===== src/rtl/prog_loader_if.sv =====
// Byte-stream ingress from the UART receiver and write port into progmem.
// The master drives received bytes in; the slave is the loader.
interface prog_loader_if;
    logic       rx_valid;
    logic [7:0] rx_data;
    logic       write;
    logic [7:0] writeaddr;
    logic [7:0] writevalue;

    modport master (
        output rx_valid, rx_data,
        input  write, writeaddr, writevalue
    );

    modport slave (
        input  rx_valid, rx_data,
        output write, writeaddr, writevalue
    );
endinterface


===== src/rtl/prog_loader.sv =====
// Framed program loader: SYNC, LEN, payload, CHK -> progmem writes.
// Holds the CPU in reset until a frame with a valid checksum has landed.
//
// state | meaning
// IDLE  | after reset, waiting for the first SYNC
// LEN   | SYNC seen, next byte is the payload length (0 = 256)
// DATA  | writing payload bytes into progmem
// CHECK | waiting for the checksum byte
// RUN   | program loaded, CPU released
// ERR   | oversize, bad checksum or inter-byte timeout
module prog_loader #(
    parameter int         SIZE    = 256,
    parameter logic [7:0] SYNC    = 8'hA5,
    parameter int         TIMEOUT = 100000
) (
    input  logic         clk,
    input  logic         rst,
    prog_loader_if.slave bus,
    output logic         cpu_rst,
    output logic         done,
    output logic         error
);
    typedef enum logic [2:0] {
        S_IDLE, S_LEN, S_DATA, S_CHECK, S_RUN, S_ERR
    } state_t;

    localparam int            TW      = $clog2(TIMEOUT + 1);
    localparam logic [8:0]    SIZE_N  = 9'(SIZE);
    localparam logic [TW-1:0] TO_LAST = TW'(TIMEOUT - 1);

    state_t        state, state_nx;
    logic [8:0]    cnt;
    logic [8:0]    addr;
    logic [7:0]    sum;
    logic [TW-1:0] tcnt;

    logic [8:0] len_n;
    logic [8:0] addr_inc;
    logic       is_sync;
    logic       in_frame;
    logic       timed_out;

    assign len_n     = (bus.rx_data == 8'd0) ? 9'd256 : {1'b0, bus.rx_data};
    assign addr_inc  = addr + 9'd1;
    assign is_sync   = bus.rx_valid && (bus.rx_data == SYNC);
    assign in_frame  = (state == S_LEN) || (state == S_DATA) || (state == S_CHECK);
    // The counter would hit TIMEOUT on this edge, so leave the frame now.
    assign timed_out = in_frame && !bus.rx_valid && (tcnt == TO_LAST);

    always_ff @(posedge clk or negedge rst) begin
        if (!rst) begin
            state          <= S_IDLE;
            cnt            <= '0;
            addr           <= '0;
            sum            <= '0;
            tcnt           <= '0;
            bus.write      <= 1'b0;
            bus.writeaddr  <= '0;
            bus.writevalue <= '0;
        end else begin
            state     <= state_nx;
            bus.write <= 1'b0;
            if (!in_frame || bus.rx_valid || timed_out)
                tcnt <= '0;
            else
                tcnt <= tcnt + 1'b1;
            if (bus.rx_valid) begin
                case (state)
                    S_LEN: begin
                        cnt  <= len_n;
                        addr <= '0;
                        sum  <= '0;
                    end
                    S_DATA: begin
                        bus.write      <= 1'b1;
                        bus.writeaddr  <= addr[7:0];
                        bus.writevalue <= bus.rx_data;
                        sum            <= sum + bus.rx_data;
                        addr           <= addr_inc;
                    end
                    default: ;
                endcase
            end
        end
    end

    always_comb begin
        state_nx = state;
        case (state)
            S_IDLE, S_RUN, S_ERR: begin
                if (is_sync)
                    state_nx = S_LEN;
            end
            S_LEN: begin
                if (bus.rx_valid)
                    state_nx = (len_n > SIZE_N) ? S_ERR : S_DATA;
                else if (timed_out)
                    state_nx = S_ERR;
            end
            S_DATA: begin
                if (bus.rx_valid) begin
                    if (addr_inc == cnt)
                        state_nx = S_CHECK;
                end else if (timed_out) begin
                    state_nx = S_ERR;
                end
            end
            S_CHECK: begin
                if (bus.rx_valid)
                    state_nx = (bus.rx_data == sum) ? S_RUN : S_ERR;
                else if (timed_out)
                    state_nx = S_ERR;
            end
            default: state_nx = S_IDLE;
        endcase
    end

    always_comb begin
        cpu_rst = 1'b1;
        done    = 1'b0;
        error   = 1'b0;
        case (state)
            S_RUN: begin
                cpu_rst = 1'b0;
                done    = 1'b1;
            end
            S_ERR: error = 1'b1;
            default: ;
        endcase
    end
endmodule


===== src/flat_wrapper.sv =====
// flat-port wrapper written by rule: the top's interface ports become plain ports
module prog_loader_flat 
#(
    parameter int         SIZE    = 256,
    parameter logic [7:0] SYNC    = 8'hA5,
    parameter int         TIMEOUT = 100000
)
  (clk, rst, cpu_rst, done, error, bus_rx_valid, bus_rx_data, bus_write, bus_writeaddr, bus_writevalue);
  prog_loader_if bus_i ();
  input  logic clk;
  input  logic rst;
  output logic cpu_rst;
  output logic done;
  output logic error;
  input wire logic [$bits(bus_i.rx_valid)-1:0] bus_rx_valid;
  input wire logic [$bits(bus_i.rx_data)-1:0] bus_rx_data;
  output wire logic [$bits(bus_i.write)-1:0] bus_write;
  output wire logic [$bits(bus_i.writeaddr)-1:0] bus_writeaddr;
  output wire logic [$bits(bus_i.writevalue)-1:0] bus_writevalue;
  assign bus_i.rx_valid = bus_rx_valid;
  assign bus_i.rx_data = bus_rx_data;
  assign bus_write = bus_i.write;
  assign bus_writeaddr = bus_i.writeaddr;
  assign bus_writevalue = bus_i.writevalue;
  prog_loader #(.SIZE(SIZE), .SYNC(SYNC), .TIMEOUT(TIMEOUT)) u_core (.clk(clk), .rst(rst), .bus(bus_i), .cpu_rst(cpu_rst), .done(done), .error(error));
endmodule

===== config.mk =====
export PLATFORM = sky130hd
export DESIGN_NAME = prog_loader_flat
export DESIGN_NICKNAME = d
export VERILOG_FILES = /design/src/rtl/prog_loader_if.sv /design/src/rtl/prog_loader.sv /design/src/flat_wrapper.sv
export SDC_FILE = /design/constraint.sdc
export NUM_CORES = 1
export LEC_CHECK = 0
export BUFFER_PORTS_ARGS = -buffer_cell sky130_fd_sc_hd__buf_2
export CORE_AREA = 2 2 94 96
export DETAILED_ROUTE_END_ITERATION = 8
export DIE_AREA = 0 0 96 98
export PLACE_DENSITY_LB_ADDON = 0.2
export SLEW_MARGIN = 25
export SYNTH_ARGS = -nofsm -noshare
export SYNTH_HDL_FRONTEND = slang
export SYNTH_SLANG_ARGS = --single-unit

===== constraint.sdc =====
create_clock -name clk -period 2.05 [get_ports clk]
set_input_delay 0.205 -clock clk [delete_from_list [all_inputs] [get_ports clk]]
set_output_delay 0.205 -clock clk [all_outputs]
set_load 0.005 [all_outputs]

==> out/results.ini, run 1 <==
[sta]
maxSlewViolCount = 0
hold_viol_final = 0
clock.fmax_mhz = 532
rsz0062_at_grt = no
worst_slew_pin_slew_ns = 0.570
min_period_over_period_pct = 91.6
finalSetupViolations = 0
period_needed_ns = 1.88
skew_ns = 0.0142
finalSetupTns_ns = 0
slew_headroom_pct = 62.0

[cts]
cts_root_buffer = clkbuf_8
postCtsSetupBuffers = 0
clkLatencyLatePin_ns = 0.34
cts.clk_slew.worst_paths_ns = 0.07
clock_sinks = 63
cts_tree = yes
numCtsBuffers = 9
clockBufferDepth = 2
cts_max_level = 3

[grt]
grt_use_total_pct = 16.3
grt_start_max_net_pins = 42
use_met3_pct = 3.70
antenna_found_initial = 0
grt_pass1_vias = 2503
use_met2_pct = 27.7
grt_most_used_layer = met2
grt_pass1_wl_mm = 12.0
grtUsageMet1_pct = 20.1
overflow = 0

[worst_setup_path]
r2r_slack_ns = 0.17
cp_data_required_time_ns = 2.27
rr_startpoint = u_core.sum[0]$_DFFE_PN0P_
critPathLaunchType = flop
cp-end-kind = flop
cp.arrival_ns = 2.10
r2r-end = u_core.sum[6]$_DFFE_PN0P_
worstSetupPathType = flop to flop
reg2regPathDepth = 8
critical_path.max_fanout = 2

[drt]
wirelength_mm = 6.98
drt_iter0_drc = 91
first_pass_iters = 4
ant_nets = 0
drt-vias-per-instance = 5.01
drc_errors = 0
vias = 2507
wl_per_cell_um = 14.0

[cells_and_area]
multi_input_area_sq_um = 1590
register_area_sq_um = 1580
diodes = 0
fin_util_pct = 45.2
area_growth_pct = 17.8
nFillCells = 817
post_route_cells_drive_above_1_share_pct = 17.1
fin_nets = 408

[yosys]
synth_area_leader_cell = dfrtp_1
synth_cell_types = 48
ys.flop_type = dfrtp_1
synth_nets = 364
synthCells = 343
synth_area_sq_um = 3250
synth_top_area_share_pct = 48.5
seq_area_frac_synth_pct = 48.5
synthesis.area_per_instance_sq_um = 9.47
ys_ff_latch = 63
yosysWarnings = 0
synth_edf_count = 0
async_flop_share_pct = 100
yosys-top-cells-area = dfrtp_1 (49%), nand2_1 (8.5%), xor2_1 (4.9%), xnor2_1 (4.0%), nor2_1 (3.8%)

[placement]
place.detailed.hpwl_mm = 4.91
gp_congestion = 0.763
placement.io_buffers = 30

[power]
finalPower_uw = 2730
leakagePower_uw = 0.00184
p_per_area_nw_per_um2 = 712
ir_drop_v = 0.000308

[floorplan]
ios = 31
initial_utilization_pct = 38.4
rows = 34
die_area_sq_um = 9410
die_h_um = 98
core_sq_um = 8470
die_w_um = 96

[worst_hold_path]
min_to = u_core.bus.writevalue[3]$_DFFE_PN0P_
min_from = bus_rx_data[3]
worstHoldPathType = input pin to flop
hold_depth = 3

[run]
maxCapViolations = 0

[run_status]
status = completed

-- cells in the final DEF (no fill, tap or decap), drive strengths merged, types with 7 or more instances in the layout --
cell    instances
clkbuf         11
o21ai          18
nor2           33
mux2            8
buf            43
nand2          74
nand3          12
ha              9
a21oi          13
xnor2          15
xor2           18
inv             7
dfrtp          63
-- registers in the layout (all words and copies together), names as in the netlist --
name / count
u_core.bus.write: 1
u_core.bus.writevalue: 8
u_core.cnt: 9
u_core.tcnt: 17
u_core.addr: 9
u_core.sum: 8
u_core.state: 3
u_core.bus.writeaddr: 8
-- cells by family (layout without fill, tap and decap cells) --
kind of cell / after synthesis / in the layout / synth area share (%)
muxes: 8 / 8 / 2.77
and+or+nand+nor: 159 / 159 / 23.0
DFF: 63 / 63 / 48.5
AOI/OAI and AO/OA: 52 / 52 / 9.97
adders and majority gates: 10 / 10 / 4.08
buffers and inverters: 18 / 67 / 2.77
xor gates and xnor gates: 33 / 33 / 8.89
-- critical path: stages (launching register included) --
cell      delay, ns
dfrtp_1        0.38
ha_1           0.21
fa_2           0.36
a21o_1         0.19
a21oi_2        0.15
o21bai_1       0.07
a21oi_1        0.18
xor2_1         0.16
o21ai_1        0.07
-- per-layer routing --
layer  wire (um)  share of wire [%]  vias to the layer above
li1            -                  -                     1266
met1        3160                 45                     1212
met2        3610                 52                       24
met3         135                1.9                        5
met4          70                1.0                        0
met5           0                  0                        -
-- cells in the mapped netlist (5+ instances only) --
library cell   n
xnor2_1       15
dfrtp_1       63
xor2_1        18
a21oi_1       13
nand4_1        5
inv_1          5
buf_2          6
o21ai_1       17
mux2_1         8
nand3_1       11
nor2_1        33
nand2_1       74
ha_1           9
-- power by group --
part           internal, uW  total, uW  switching [uW]
Clock                   749       1230             486
Sequential             1270       1300            29.0
Combinational          87.9        194             106
-- per-stage QoR --
step           cell area, sq um  worst slack [ns]  hold slack, ns  std cells
2_1_floorplan              3250             0.151         -0.0906        343
3_3_place_gp               3580             0.110           0.231        483
3_5_place_dp               3580            0.0872           0.230        483
4_1_cts                    3820            0.0710           0.124        500
5_1_grt                    3830            0.0139           0.140        500
6_report                   3830             0.172           0.139        500
-- worst max path at each step --
stage | from | end | slack (ns) | cells after the start
CTS | u_core.sum[0]$_DFFE_PN0P_ | u_core.sum[6]$_DFFE_PN0P_ | 0.07 | 8
detailed placement | u_core.sum[0]$_DFFE_PN0P_ | u_core.sum[6]$_DFFE_PN0P_ | 0.09 | 8
global route | u_core.sum[1]$_DFFE_PN0P_ | u_core.sum[7]$_DFFE_PN0P_ | 0.01 | 7
floorplan | u_core.sum[0]$_DFFE_PN0P_ | u_core.sum[6]$_DFFE_PN0P_ | 0.15 | 8
finish | u_core.sum[0]$_DFFE_PN0P_ | u_core.sum[6]$_DFFE_PN0P_ | 0.17 | 8
global placement | u_core.sum[0]$_DFFE_PN0P_ | u_core.sum[6]$_DFFE_PN0P_ | 0.11 | 8
-- timing repair --
action / CTS / global route
hold buffers: 1 / 0
resized for setup: 0 / 2
endpoints found under the hold margin: 22 / 0
endpoints found under the setup margin: 0 / 1
-- cell type report --
| type | instances | area share, % |
|---|---|---|
| Sequential cell | 63 | 41.2 |
| Clock inverter | 5 | 2.09 |
| Tap cell | 108 | 3.53 |
| Multi-Input combinational cell | 262 | 41.5 |
| Inverter | 7 | 0.686 |
| Timing Repair Buffer | 44 | 7.06 |
| Clock buffer | 11 | 3.95 |
(Power assumes the default switching activity.)
==> run 2: changes to the inputs <==
--- a/config.mk
+++ b/config.mk
@@ -9,8 +9,9 @@
 export CORE_AREA = 2 2 94 96
 export DETAILED_ROUTE_END_ITERATION = 8
 export DIE_AREA = 0 0 96 98
-export PLACE_DENSITY_LB_ADDON = 0.2
+export PLACE_DENSITY_LB_ADDON = 0.08
 export SLEW_MARGIN = 25
 export SYNTH_ARGS = -nofsm -noshare
 export SYNTH_HDL_FRONTEND = slang
 export SYNTH_SLANG_ARGS = --single-unit
+export TNS_END_PERCENT = 20
==> out/results.ini, run 2 (same netlist as run 1, synthesis figures left out) <==
[cells_and_area]
post_layout_nonfiller_instances = 501  ; +0.20%
diodes = 0  ; unchanged
reg_top3 = u_core.tcnt (17), u_core.addr (9), u_core.cnt (9)
top_register = u_core.tcnt
final_common_cell = nand2_1
post_route_cells_drive_above_1_share_pct = 17.3  ; +0.21 points
fin_nets = 409  ; +0.25%
final_cell_mix = nand2_1 (74), dfrtp_1 (63), nor2_1 (33), buf_2 (30), xor2_1 (18)
multi_input_area_sq_um = 1590  ; +0.24%
design_area_sq_um = 3860  ; +0.75%
nFillCells = 823  ; +0.73%
largest_register_ff_count = 17  ; unchanged
area_growth_pct = 18.7
register_area_sq_um = 1580  ; unchanged

[floorplan]
core_sq_um = 8470  ; unchanged
ios = 31  ; unchanged
die_w_um = 96  ; unchanged
rows = 34  ; unchanged
initial_utilization_pct = 38.4  ; unchanged
die_h_um = 98  ; unchanged
die_area_sq_um = 9410  ; unchanged

[grt]
grt_pass1_wl_mm = 12.6  ; +5.3%
grt_use_total_pct = 17.5  ; +1.2 points
grt_start_max_net_pins = 64  ; +52%
overflow = 0  ; unchanged
grt_pass1_vias = 2479  ; -0.96%
antenna_found_initial = 0  ; unchanged

[worst_hold_path]
worstHoldPathType = input pin to flop

[sta]
min_period_over_period_pct = 94.5  ; +2.8 points
clock.fmax_mhz = 516  ; -3.0%
worst_slack_ns = 0.113  ; -0.0582 ns
worst_slew_pin_slew_ns = 0.455  ; -0.115 ns
rsz0062_at_grt = no
hold_viol_final = 0  ; unchanged
slew_headroom_pct = 69.7  ; +7.6 points
finalSetupViolations = 0  ; unchanged
holdWs_ns = 0.138  ; -0.00140 ns
period_needed_ns = 1.94  ; +0.0582 ns
finalSetupTns_ns = 0  ; unchanged
skew_ns = 0.0134  ; -0.000877 ns
maxSlewViolCount = 0  ; unchanged

[placement]
place.detailed.hpwl_mm = 5.05  ; +2.8%
placement.io_buffers = 30  ; unchanged
placed_cell_area_sq_um = 3590  ; +0.21%
post-place-cells = 484  ; +0.21%
dp_slack_ns = 0.0748  ; -0.0124 ns
gp_congestion = 0.780  ; +2.2%

[worst_setup_path]
worst_path_most_repeated_cell = a21oi_1
cp_data_required_time_ns = 2.28  ; about the same
worstSetupPathType = flop to flop
crit_family = compound AO/OA/AOI/OAI gates
critical_path.max_fanout = 2  ; unchanged
cp.arrival_ns = 2.17  ; +0.07 ns
critical-path-slowest-cell = dfrtp_1
cpPeakStageDelay_ns = 0.39  ; about the same
crit_path_cell_trace = ha_1, fa_2, a21o_1, a21oi_1, o21bai_1, a21oi_1, xor2_1, o21ai_1
critPathLaunchType = flop
cp.buffers_inverters = 0  ; unchanged
cp-end-kind = flop

[cts]
clkLatencyLatePin_ns = 0.35  ; about the same
cts_max_level = 3  ; unchanged
cts_root_buffer = clkbuf_8
cts_tree = yes
cts.clk_slew.worst_paths_ns = 0.08  ; about the same
clock_sinks = 63  ; unchanged
postCtsSetupBuffers = 0  ; unchanged
numCtsBuffers = 9  ; unchanged
clockBufferDepth = 2  ; unchanged

[power]
leakagePower_uw = 0.00186  ; +1.4%
ir_drop_v = 0.000259  ; -16%
p_per_area_nw_per_um2 = 745  ; +4.6%

[drt]
vias = 2554  ; +1.9%
drt_iter0_drc = 162  ; +78%
wl_per_cell_um = 14.9  ; +6.4%
first_pass_iters = 4  ; unchanged
drc_errors = 0  ; unchanged
drt-vias-per-instance = 5.10  ; +1.7%
wirelength_mm = 7.44  ; +6.6%
ant_nets = 0  ; unchanged

[run_status]
status = completed

[run]
maxCapViolations = 0  ; unchanged

## run 2: path summary, 6_finish.rpt
kind / slack [ns] / from / to / depth (start not counted)
setup / recovery: 0.11 / u_core.sum[0]$_DFFE_PN0P_ / u_core.sum[6]$_DFFE_PN0P_ / 8
hold reg to reg: 0.47 / u_core.bus.writeaddr[3]$_DFFE_PN0P_ / u_core.bus.writeaddr[3]$_DFFE_PN0P_ / 2
min in group asynchronous: 0.39 / rst / u_core.bus.writeaddr[7]$_DFFE_PN0P_ / 3
max in group asynchronous: 1.36 / rst / u_core.sum[3]$_DFFE_PN0P_ / 3
hold / removal: 0.14 / bus_rx_data[5] / u_core.bus.writevalue[5]$_DFFE_PN0P_ / 3
setup reg to reg: 0.11 / u_core.sum[0]$_DFFE_PN0P_ / u_core.sum[6]$_DFFE_PN0P_ / 8
## run 2: power breakdown
group | internal (uW) | total (uW) | switching [uW]
logic | 86.1 | 196 | 110
registers | 1270 | 1300 | 29.5
clock network | 825 | 1380 | 555
## run 2: routing by layer
layer | track usage [%] | wire, um | vias up
li1 | - | - | 1266
met1 | 24.7 | 3680 | 1226
met2 | 26.3 | 3410 | 47
met3 | 3.09 | 204 | 15
met4 | 7.14 | 143 | 0
met5 | 0 | 0 | -
## run 2: repair_timing
item	in CTS	in global routing
setup endpoints to repair	0	2
gates resized for setup	0	2
hold buffers	1	0
hold endpoints to repair	63	0
## run 2: worst register-to-register path: stages, from the launching register on
cell and delay, ns:
dfrtp_1 0.39, ha_1 0.21, fa_2 0.36, a21o_1 0.19
a21oi_1 0.19, o21bai_1 0.08, a21oi_1 0.17, xor2_1 0.17
o21ai_1 0.07
## run 2: per-stage QoR
step / power, uW / utilization, %
4_1_cts: 2910 / 45.4
2_1_floorplan: 1420 / -
3_3_place_gp: 1520 / 42.4
5_1_grt: 3000 / 45.6
6_report: 2870 / 45.6
3_5_place_dp: 1520 / 42.4
## run 2: cell type report
class	instances	share of cell area (%)
Clock buffer	9	3.21
Clock inverter	7	3.24
Inverter	7	0.681
Multi-Input combinational cell	262	41.3
Sequential cell	63	40.9
Tap cell	108	3.50
Timing Repair Buffer	45	7.20
